## src/rtl/wb_modport_pkg.sv

```systemverilog
// Shared types and constants for the wb_modport shared-bus interconnect.
package wb_modport_pkg;

  localparam int DW_DEF    = 32;
  localparam int AW_DEF    = 32;
  localparam int SW_DEF    = 4;
  localparam int NUM_M     = 4;
  localparam int NUM_S     = 4;
  localparam int TMO_LIMIT = 15;
  localparam int TMO_W     = 4;

  typedef enum logic [2:0] {
    OWN_M0   = 3'd0,
    OWN_M1   = 3'd1,
    OWN_M2   = 3'd2,
    OWN_M3   = 3'd3,
    OWN_NONE = 3'd4
  } owner_e;

  // First requester at or after ptr, wrapping 3->0; the downward loop lets the closest one win.
  function automatic owner_e rr_pick(input logic [NUM_M-1:0] req, input logic [1:0] ptr);
    owner_e     pick;
    logic [1:0] idx;
    pick = OWN_NONE;
    for (int k = NUM_M - 1; k >= 0; k--) begin
      idx = ptr + 2'(k);
      if (req[idx]) pick = owner_e'({1'b0, idx});
    end
    return pick;
  endfunction

endpackage

```

## src/rtl/wb_modport_arb.sv

```systemverilog
// Round-robin bus owner register: re-arbitrates only when the bus is free or the owner drops cyc.
module wb_modport_arb
  import wb_modport_pkg::*;
(
  input  logic             clk,
  input  logic             rst,
  input  logic [NUM_M-1:0] req_i,
  output owner_e           owner_o
);

  owner_e     owner_q, owner_d;
  logic [2:0] owner_bits;
  logic [1:0] ptr_q, ptr_d;

  assign owner_bits = owner_q;

  always_comb begin
    owner_d = owner_q;
    ptr_d   = ptr_q;
    if (owner_q == OWN_NONE || !req_i[owner_bits[1:0]]) begin
      owner_d = rr_pick(req_i, ptr_q);
      if (owner_d != OWN_NONE) ptr_d = owner_d[1:0] + 2'd1;
    end
  end

  always_ff @(posedge clk) begin
    if (!rst) begin
      owner_q <= OWN_NONE;
      ptr_q   <= '0;
    end else begin
      owner_q <= owner_d;
      ptr_q   <= ptr_d;
    end
  end

  assign owner_o = owner_q;

endmodule

```

## src/rtl/wb_modport.sv

```systemverilog
// Four-master / four-slave shared Wishbone bus with address-based slave decode.
// Optional watchdog on stalled transfers: define WB_MODPORT_TIMEOUT_EN.
module wb_modport
  import wb_modport_pkg::*;
#(
  parameter int DW = DW_DEF,
  parameter int AW = AW_DEF,
  parameter int SW = SW_DEF
) (
  input  logic          clk,
  input  logic          rst,
  input  logic [DW-1:0] m0_data_i,
  output logic [DW-1:0] m0_data_o,
  input  logic [AW-1:0] m0_addr_i,
  input  logic [SW-1:0] m0_sel_i,
  input  logic          m0_we_i,
  input  logic          m0_cyc_i,
  input  logic          m0_stb_i,
  output logic          m0_ack_o,
  output logic          m0_err_o,
  output logic          m0_rty_o,
  input  logic [DW-1:0] m1_data_i,
  output logic [DW-1:0] m1_data_o,
  input  logic [AW-1:0] m1_addr_i,
  input  logic [SW-1:0] m1_sel_i,
  input  logic          m1_we_i,
  input  logic          m1_cyc_i,
  input  logic          m1_stb_i,
  output logic          m1_ack_o,
  output logic          m1_err_o,
  output logic          m1_rty_o,
  input  logic [DW-1:0] m2_data_i,
  output logic [DW-1:0] m2_data_o,
  input  logic [AW-1:0] m2_addr_i,
  input  logic [SW-1:0] m2_sel_i,
  input  logic          m2_we_i,
  input  logic          m2_cyc_i,
  input  logic          m2_stb_i,
  output logic          m2_ack_o,
  output logic          m2_err_o,
  output logic          m2_rty_o,
  input  logic [DW-1:0] m3_data_i,
  output logic [DW-1:0] m3_data_o,
  input  logic [AW-1:0] m3_addr_i,
  input  logic [SW-1:0] m3_sel_i,
  input  logic          m3_we_i,
  input  logic          m3_cyc_i,
  input  logic          m3_stb_i,
  output logic          m3_ack_o,
  output logic          m3_err_o,
  output logic          m3_rty_o,
  input  logic [DW-1:0] s0_data_i,
  output logic [DW-1:0] s0_data_o,
  output logic [AW-1:0] s0_addr_o,
  output logic [SW-1:0] s0_sel_o,
  output logic          s0_we_o,
  output logic          s0_cyc_o,
  output logic          s0_stb_o,
  input  logic          s0_ack_i,
  input  logic          s0_err_i,
  input  logic          s0_rty_i,
  input  logic [DW-1:0] s1_data_i,
  output logic [DW-1:0] s1_data_o,
  output logic [AW-1:0] s1_addr_o,
  output logic [SW-1:0] s1_sel_o,
  output logic          s1_we_o,
  output logic          s1_cyc_o,
  output logic          s1_stb_o,
  input  logic          s1_ack_i,
  input  logic          s1_err_i,
  input  logic          s1_rty_i,
  input  logic [DW-1:0] s2_data_i,
  output logic [DW-1:0] s2_data_o,
  output logic [AW-1:0] s2_addr_o,
  output logic [SW-1:0] s2_sel_o,
  output logic          s2_we_o,
  output logic          s2_cyc_o,
  output logic          s2_stb_o,
  input  logic          s2_ack_i,
  input  logic          s2_err_i,
  input  logic          s2_rty_i,
  input  logic [DW-1:0] s3_data_i,
  output logic [DW-1:0] s3_data_o,
  output logic [AW-1:0] s3_addr_o,
  output logic [SW-1:0] s3_sel_o,
  output logic          s3_we_o,
  output logic          s3_cyc_o,
  output logic          s3_stb_o,
  input  logic          s3_ack_i,
  input  logic          s3_err_i,
  input  logic          s3_rty_i
);

  logic [DW-1:0]    m_wdat [NUM_M];
  logic [AW-1:0]    m_adr  [NUM_M];
  logic [SW-1:0]    m_sel  [NUM_M];
  logic [NUM_M-1:0] m_we, m_cyc, m_stb;
  logic [DW-1:0]    s_rdat [NUM_S];
  logic [NUM_S-1:0] s_ack, s_err, s_rty;

  assign m_wdat = '{m0_data_i, m1_data_i, m2_data_i, m3_data_i};
  assign m_adr  = '{m0_addr_i, m1_addr_i, m2_addr_i, m3_addr_i};
  assign m_sel  = '{m0_sel_i, m1_sel_i, m2_sel_i, m3_sel_i};
  assign m_we   = {m3_we_i, m2_we_i, m1_we_i, m0_we_i};
  assign m_cyc  = {m3_cyc_i, m2_cyc_i, m1_cyc_i, m0_cyc_i};
  assign m_stb  = {m3_stb_i, m2_stb_i, m1_stb_i, m0_stb_i};
  assign s_rdat = '{s0_data_i, s1_data_i, s2_data_i, s3_data_i};
  assign s_ack  = {s3_ack_i, s2_ack_i, s1_ack_i, s0_ack_i};
  assign s_err  = {s3_err_i, s2_err_i, s1_err_i, s0_err_i};
  assign s_rty  = {s3_rty_i, s2_rty_i, s1_rty_i, s0_rty_i};

  owner_e     owner;
  logic [2:0] own_bits;
  logic       own_vld;
  logic [1:0] oidx, sidx;
  logic       tmo_hit;

  wb_modport_arb u_arb (
    .clk    (clk),
    .rst    (rst),
    .req_i  (m_cyc),
    .owner_o(owner)
  );

  // Gating with rst kills an in-flight transfer in the very cycle reset is asserted.
  assign own_bits = owner;
  assign own_vld  = rst && (owner != OWN_NONE);
  assign oidx     = own_bits[1:0];
  assign sidx     = m_adr[oidx][AW-1:AW-2];

`ifdef WB_MODPORT_TIMEOUT_EN
  logic [TMO_W-1:0] tmo_cnt_q, tmo_cnt_d;
  logic             xfer_act, slv_resp;

  assign xfer_act  = own_vld && m_cyc[oidx] && m_stb[oidx];
  assign slv_resp  = s_ack[sidx] | s_err[sidx] | s_rty[sidx];
  assign tmo_hit   = xfer_act && (tmo_cnt_q == TMO_W'(TMO_LIMIT));
  assign tmo_cnt_d = (!xfer_act || slv_resp || tmo_hit) ? '0 : tmo_cnt_q + TMO_W'(1);

  always_ff @(posedge clk) begin
    if (!rst) tmo_cnt_q <= '0;
    else      tmo_cnt_q <= tmo_cnt_d;
  end
`else
  assign tmo_hit = 1'b0;
`endif

  logic [AW-1:0]    bus_adr;
  logic [DW-1:0]    bus_dat, rdat;
  logic [SW-1:0]    bus_sel;
  logic             bus_we;
  logic [NUM_S-1:0] s_cyc, s_stb;
  logic [NUM_M-1:0] m_ack, m_err, m_rty;

  always_comb begin
    bus_adr = '0;
    bus_dat = '0;
    bus_sel = '0;
    bus_we  = 1'b0;
    rdat    = '0;
    s_cyc   = '0;
    s_stb   = '0;
    m_ack   = '0;
    m_err   = '0;
    m_rty   = '0;
    if (own_vld) begin
      bus_adr     = m_adr[oidx];
      bus_dat     = m_wdat[oidx];
      bus_sel     = m_sel[oidx];
      bus_we      = m_we[oidx];
      rdat        = s_rdat[sidx];
      s_cyc[sidx] = m_cyc[oidx];
      s_stb[sidx] = m_stb[oidx] & ~tmo_hit;
      m_ack[oidx] = s_ack[sidx] & ~tmo_hit;
      m_err[oidx] = s_err[sidx] | tmo_hit;
      m_rty[oidx] = s_rty[sidx] & ~tmo_hit;
    end
  end

  assign {m3_ack_o, m2_ack_o, m1_ack_o, m0_ack_o} = m_ack;
  assign {m3_err_o, m2_err_o, m1_err_o, m0_err_o} = m_err;
  assign {m3_rty_o, m2_rty_o, m1_rty_o, m0_rty_o} = m_rty;
  assign m0_data_o = rdat;
  assign m1_data_o = rdat;
  assign m2_data_o = rdat;
  assign m3_data_o = rdat;

  assign {s3_cyc_o, s2_cyc_o, s1_cyc_o, s0_cyc_o} = s_cyc;
  assign {s3_stb_o, s2_stb_o, s1_stb_o, s0_stb_o} = s_stb;
  assign {s3_we_o, s2_we_o, s1_we_o, s0_we_o}     = {NUM_S{bus_we}};
  assign s0_addr_o = bus_adr;
  assign s1_addr_o = bus_adr;
  assign s2_addr_o = bus_adr;
  assign s3_addr_o = bus_adr;
  assign s0_data_o = bus_dat;
  assign s1_data_o = bus_dat;
  assign s2_data_o = bus_dat;
  assign s3_data_o = bus_dat;
  assign s0_sel_o  = bus_sel;
  assign s1_sel_o  = bus_sel;
  assign s2_sel_o  = bus_sel;
  assign s3_sel_o  = bus_sel;

endmodule

```

## config.mk

```make
export PLATFORM = sky130hd
export DESIGN_NAME = wb_modport
export DESIGN_NICKNAME = d
export VERILOG_FILES = /design/src/rtl/wb_modport_pkg.sv /design/src/rtl/wb_modport_arb.sv /design/src/rtl/wb_modport.sv
export SDC_FILE = /design/constraint.sdc
export NUM_CORES = 1
export LEC_CHECK = 0
export BUFFER_PORTS_ARGS = -buffer_cell sky130_fd_sc_hd__buf_2
export CAP_MARGIN = 20
export CORE_AREA = 2 2 327 329
export CTS_CLUSTER_SIZE = 30
export DETAILED_ROUTE_END_ITERATION = 6
export DIE_AREA = 0 0 329 331
export GPL_TIMING_DRIVEN = 0
export SETUP_SLACK_MARGIN = 0.4
export SYNTH_ARGS = -nofsm -noshare
export SYNTH_HDL_FRONTEND = slang
export SYNTH_SLANG_ARGS = --single-unit
```

## constraint.sdc

```tcl
create_clock -name clk -period 2.6 [get_ports clk]
set_clock_uncertainty 0.1 [all_clocks]
set_input_delay 0 -clock clk [delete_from_list [all_inputs] [get_ports clk]]
set_output_delay 0 -clock clk [all_outputs]
set_load 0.03 [all_outputs]
```

==> metrics.yaml <==
detailed_routing:
  drtPass1Iterations: 4
  post-route-drc-count: 0
  ant_nets: 0
  wirelength_um: 62800
  vias: 9048
  wire_per_inst_um: 21.0
  viasPerCell: 3.02
  drt-initial-drc-count: 376
logic_synthesis:
  yosysSeqAreaShare_pct: 1.66
  synth-main-ff-cell: "dfxtp_1"
  synth_edf_count: 0
  synth_xor_area_share_pct: 0
  synth_compound_area_share_pct: 5.96
  synth_mux_area_share_pct: 39.0
  yosys_register_bits: 5
  synthAdderAreaFrac_pct: 0.208
  synth-simple-area-share_pct: 11.1
  netlist_area_um2: 6020
  synth_top_family_by_area: "buffers and inverters"
  syn_area_per_cell_um2: 8.99
  syn-num-nets: 1097
  ys_warn_count: 0
  async_flop_share_pct: 0
  synth_cell_types: 34
  netlist_instances: 670
cts:
  cts_buffers: 3
  cts_root_buf: "clkbuf_16"
  postCtsHoldBufs: 0
  cts.sinks: 5
  clock_latency_ns: 0.23
  cts_htree_levels: 1
  cts_tree: "done"
  worst_setup_hold_path_clk_slew_ns: 0.03
  clock_path_buffers: 2
timing:
  worst_slew_pin_slew_ns: 0.625
  final-max-slew-violation-count: 0
  setup_viol: 0
  fmax_mhz: 392
  slew_headroom_pct: 58.2
  finalHoldViolations: 0
  rsz0062_at_grt: "yes"
  hold_ws_ns: 0.127
  period_needed_ns: 2.55
  setup-tns-final_ns: 0
  finalCritPeriodShare_pct: 98.0
pwr:
  p_per_area_nw_per_um2: 881
  power.leakage_nw: 7.80
  vdd_drop_max_uv: 418
critical_path:
  crit_type: "reg -> out"
  start_kind: "register"
  arrival_ns: 2.45
  critPathCaptureType: "primary output"
  cp_max_fo: 10
  critical_path_required_ns: 2.50
layout:
  multi_input_area_um2: 4690
  areaGrowthSynthToFinish_pct: 159
  fin_cells: 2997
  layout-drive-gt1-share_pct: 93.6
  fillers: 11900
  final_nets: 2026
  seqCellArea_um2: 108
  final_util_pct: 14.9
grt:
  grt_pass1_wl_um: 74300
  track_usage_pct: 10.2
  grt_max_degree: 11
  grt_pass1_vias: 8398
  overflow: 0
  antenna_found_initial: 37
die:
  die_y_um: 331
  io_pins: 850
  die_area_um2: 109000
  rows: 119
  start_util_pct: 5.74
  die-width_um: 329
  core-area_um2: 105000
placement:
  dp_cells: 2918
  hpwl_um: 54100
  place.gp.congestion: 0.899
  port_buffers: 849
run:
  cap_violations: 0
worst_hold_path:
  hold_path_class: "in -> reg"
run_status:
  status: "completed"
## registers in the layout, indices dropped and copies added (netlist names)
register / cells
u_arb.ptr_q: 2
u_arb.owner_o: 3
## cell type report
cell class | instances | area share, %
repair buffers | 924 | 37.0
plain buffers | 345 | 20.4
clock buffers | 4 | 0.504
inverters | 3 | 0.0721
multi-input cells | 317 | 30.0
diodes | 8 | 0.128
well taps | 1391 | 11.1
flip-flops and latches | 5 | 0.688
## cell usage in the layout, fill, tap and decap left out, types with 2 or more instances in the layout
| cell type | count |
|---|---|
| o22ai_2 | 3 |
| clkbuf_2 | 4 |
| mux2i_4 | 40 |
| buf_6 | 122 |
| clkbuf_4 | 27 |
| buf_2 | 736 |
| nor2b_2 | 20 |
| mux2i_1 | 9 |
| inv_1 | 3 |
| nand2_1 | 11 |
| buf_8 | 7 |
| or3_1 | 2 |
| clkbuf_16 | 10 |
| clkbuf_8 | 4 |
| o22ai_1 | 10 |
| dfxtp_1 | 3 |
| dfxtp_4 | 2 |
| and2_1 | 2 |
| a21oi_1 | 4 |
| mux4_2 | 69 |
| o22ai_4 | 31 |
| nand2b_1 | 6 |
| nor2b_4 | 24 |
| nor2b_1 | 25 |
| or2_2 | 2 |
| nor2_1 | 11 |
| buf_16 | 10 |
| nand4b_1 | 2 |
| mux2i_2 | 26 |
| clkbuf_1 | 2 |
| buf_12 | 36 |
| mux2_4 | 2 |
| diode_2 | 8 |
| buf_4 | 315 |
| mux2_2 | 2 |
## cell usage after synthesis, types with 3 or more instances
| cell type | instances | area share [%] |
|---|---|---|
| buf_4 | 308 | 38 |
| mux2i_1 | 75 | 12 |
| mux4_2 | 69 | 26 |
| nor2b_1 | 69 | 7.2 |
| o22ai_1 | 44 | 4.6 |
| buf_2 | 19 | 1.6 |
| clkbuf_1 | 12 | 0.75 |
| nand2_1 | 11 | 0.69 |
| nor2_1 | 11 | 0.69 |
| buf_6 | 6 | 1.1 |
| nand2b_1 | 6 | 0.62 |
| dfxtp_1 | 5 | 1.7 |
| a21oi_1 | 4 | 0.33 |
| mux2_2 | 4 | 0.75 |
| inv_1 | 3 | 0.19 |
## power by group
group | switching [mW] | total, mW | internal (mW)
Combinational | 7.42 | 13.4 | 5.95
Clock | 0.0499 | 0.253 | 0.203
Sequential | 0.0334 | 0.143 | 0.109
## path summary, 6_finish.rpt
check	slack [ns]	cells past startpoint	start	endpoint
min	0.13	4	m1_cyc_i	u_arb.owner_o[2]$_SDFFE_PN1P_
max reg2reg	0.60	6	u_arb.owner_o[1]$_SDFFE_PN0P_	u_arb.ptr_q[0]$_SDFFE_PN0P_
max	0.05	10	u_arb.owner_o[1]$_SDFFE_PN0P_	m2_data_o[14]
min reg2reg	0.43	1	u_arb.ptr_q[0]$_SDFFE_PN0P_	u_arb.ptr_q[0]$_SDFFE_PN0P_
## metal layers
| layer | vias to the layer above | global-route usage, % | part of all wire [%] |
|---|---|---|---|
| met1 | 4335 | 12.2 | 39 |
| li1 | 3977 | - | - |
| met4 | 36 | 1.42 | 1.8 |
| met3 | 96 | 3.37 | 9.4 |
| met2 | 604 | 17.9 | 50 |
| met5 | - | 0 | 0.37 |
## per-stage QoR
step | setup WS (ns) | power (mW) | instance area, um2
CTS | 0.0170 | 12.9 | 14300
floorplan | 0.243 | 7.12 | 6160
detailed placement | -0.910 | 10.8 | 12300
global placement | -2.25 | 10.7 | 12200
global route | -0.00718 | 14.4 | 15600
finish | 0.0517 | 13.8 | 15600
## critical path, cell delays in order (launching register included)
cell	delay [ns]
dfxtp_4	0.35
buf_8	0.14
mux2i_1	0.21
mux2_4	0.26
buf_12	0.18
buf_6	0.22
mux2i_2	0.29
o22ai_4	0.12
buf_12	0.15
buf_4	0.12
buf_4	0.16
## cell families after synthesis
kind of cell,count (synthesis)
mux,148
fa+ha+maj,1
simple gates,113
compound gates,55
flops,5
buf+inv,348
## repair_timing
item / 4_1_cts / 5_1_grt
cloned: 4 / 4
resized for setup: 353 / 245
pin swaps: 24 / 18
setup endpoints to repair: 425 / 424
buffers inserted: 31 / 28
No activity file was read; power rests on OpenSTA's default activity.
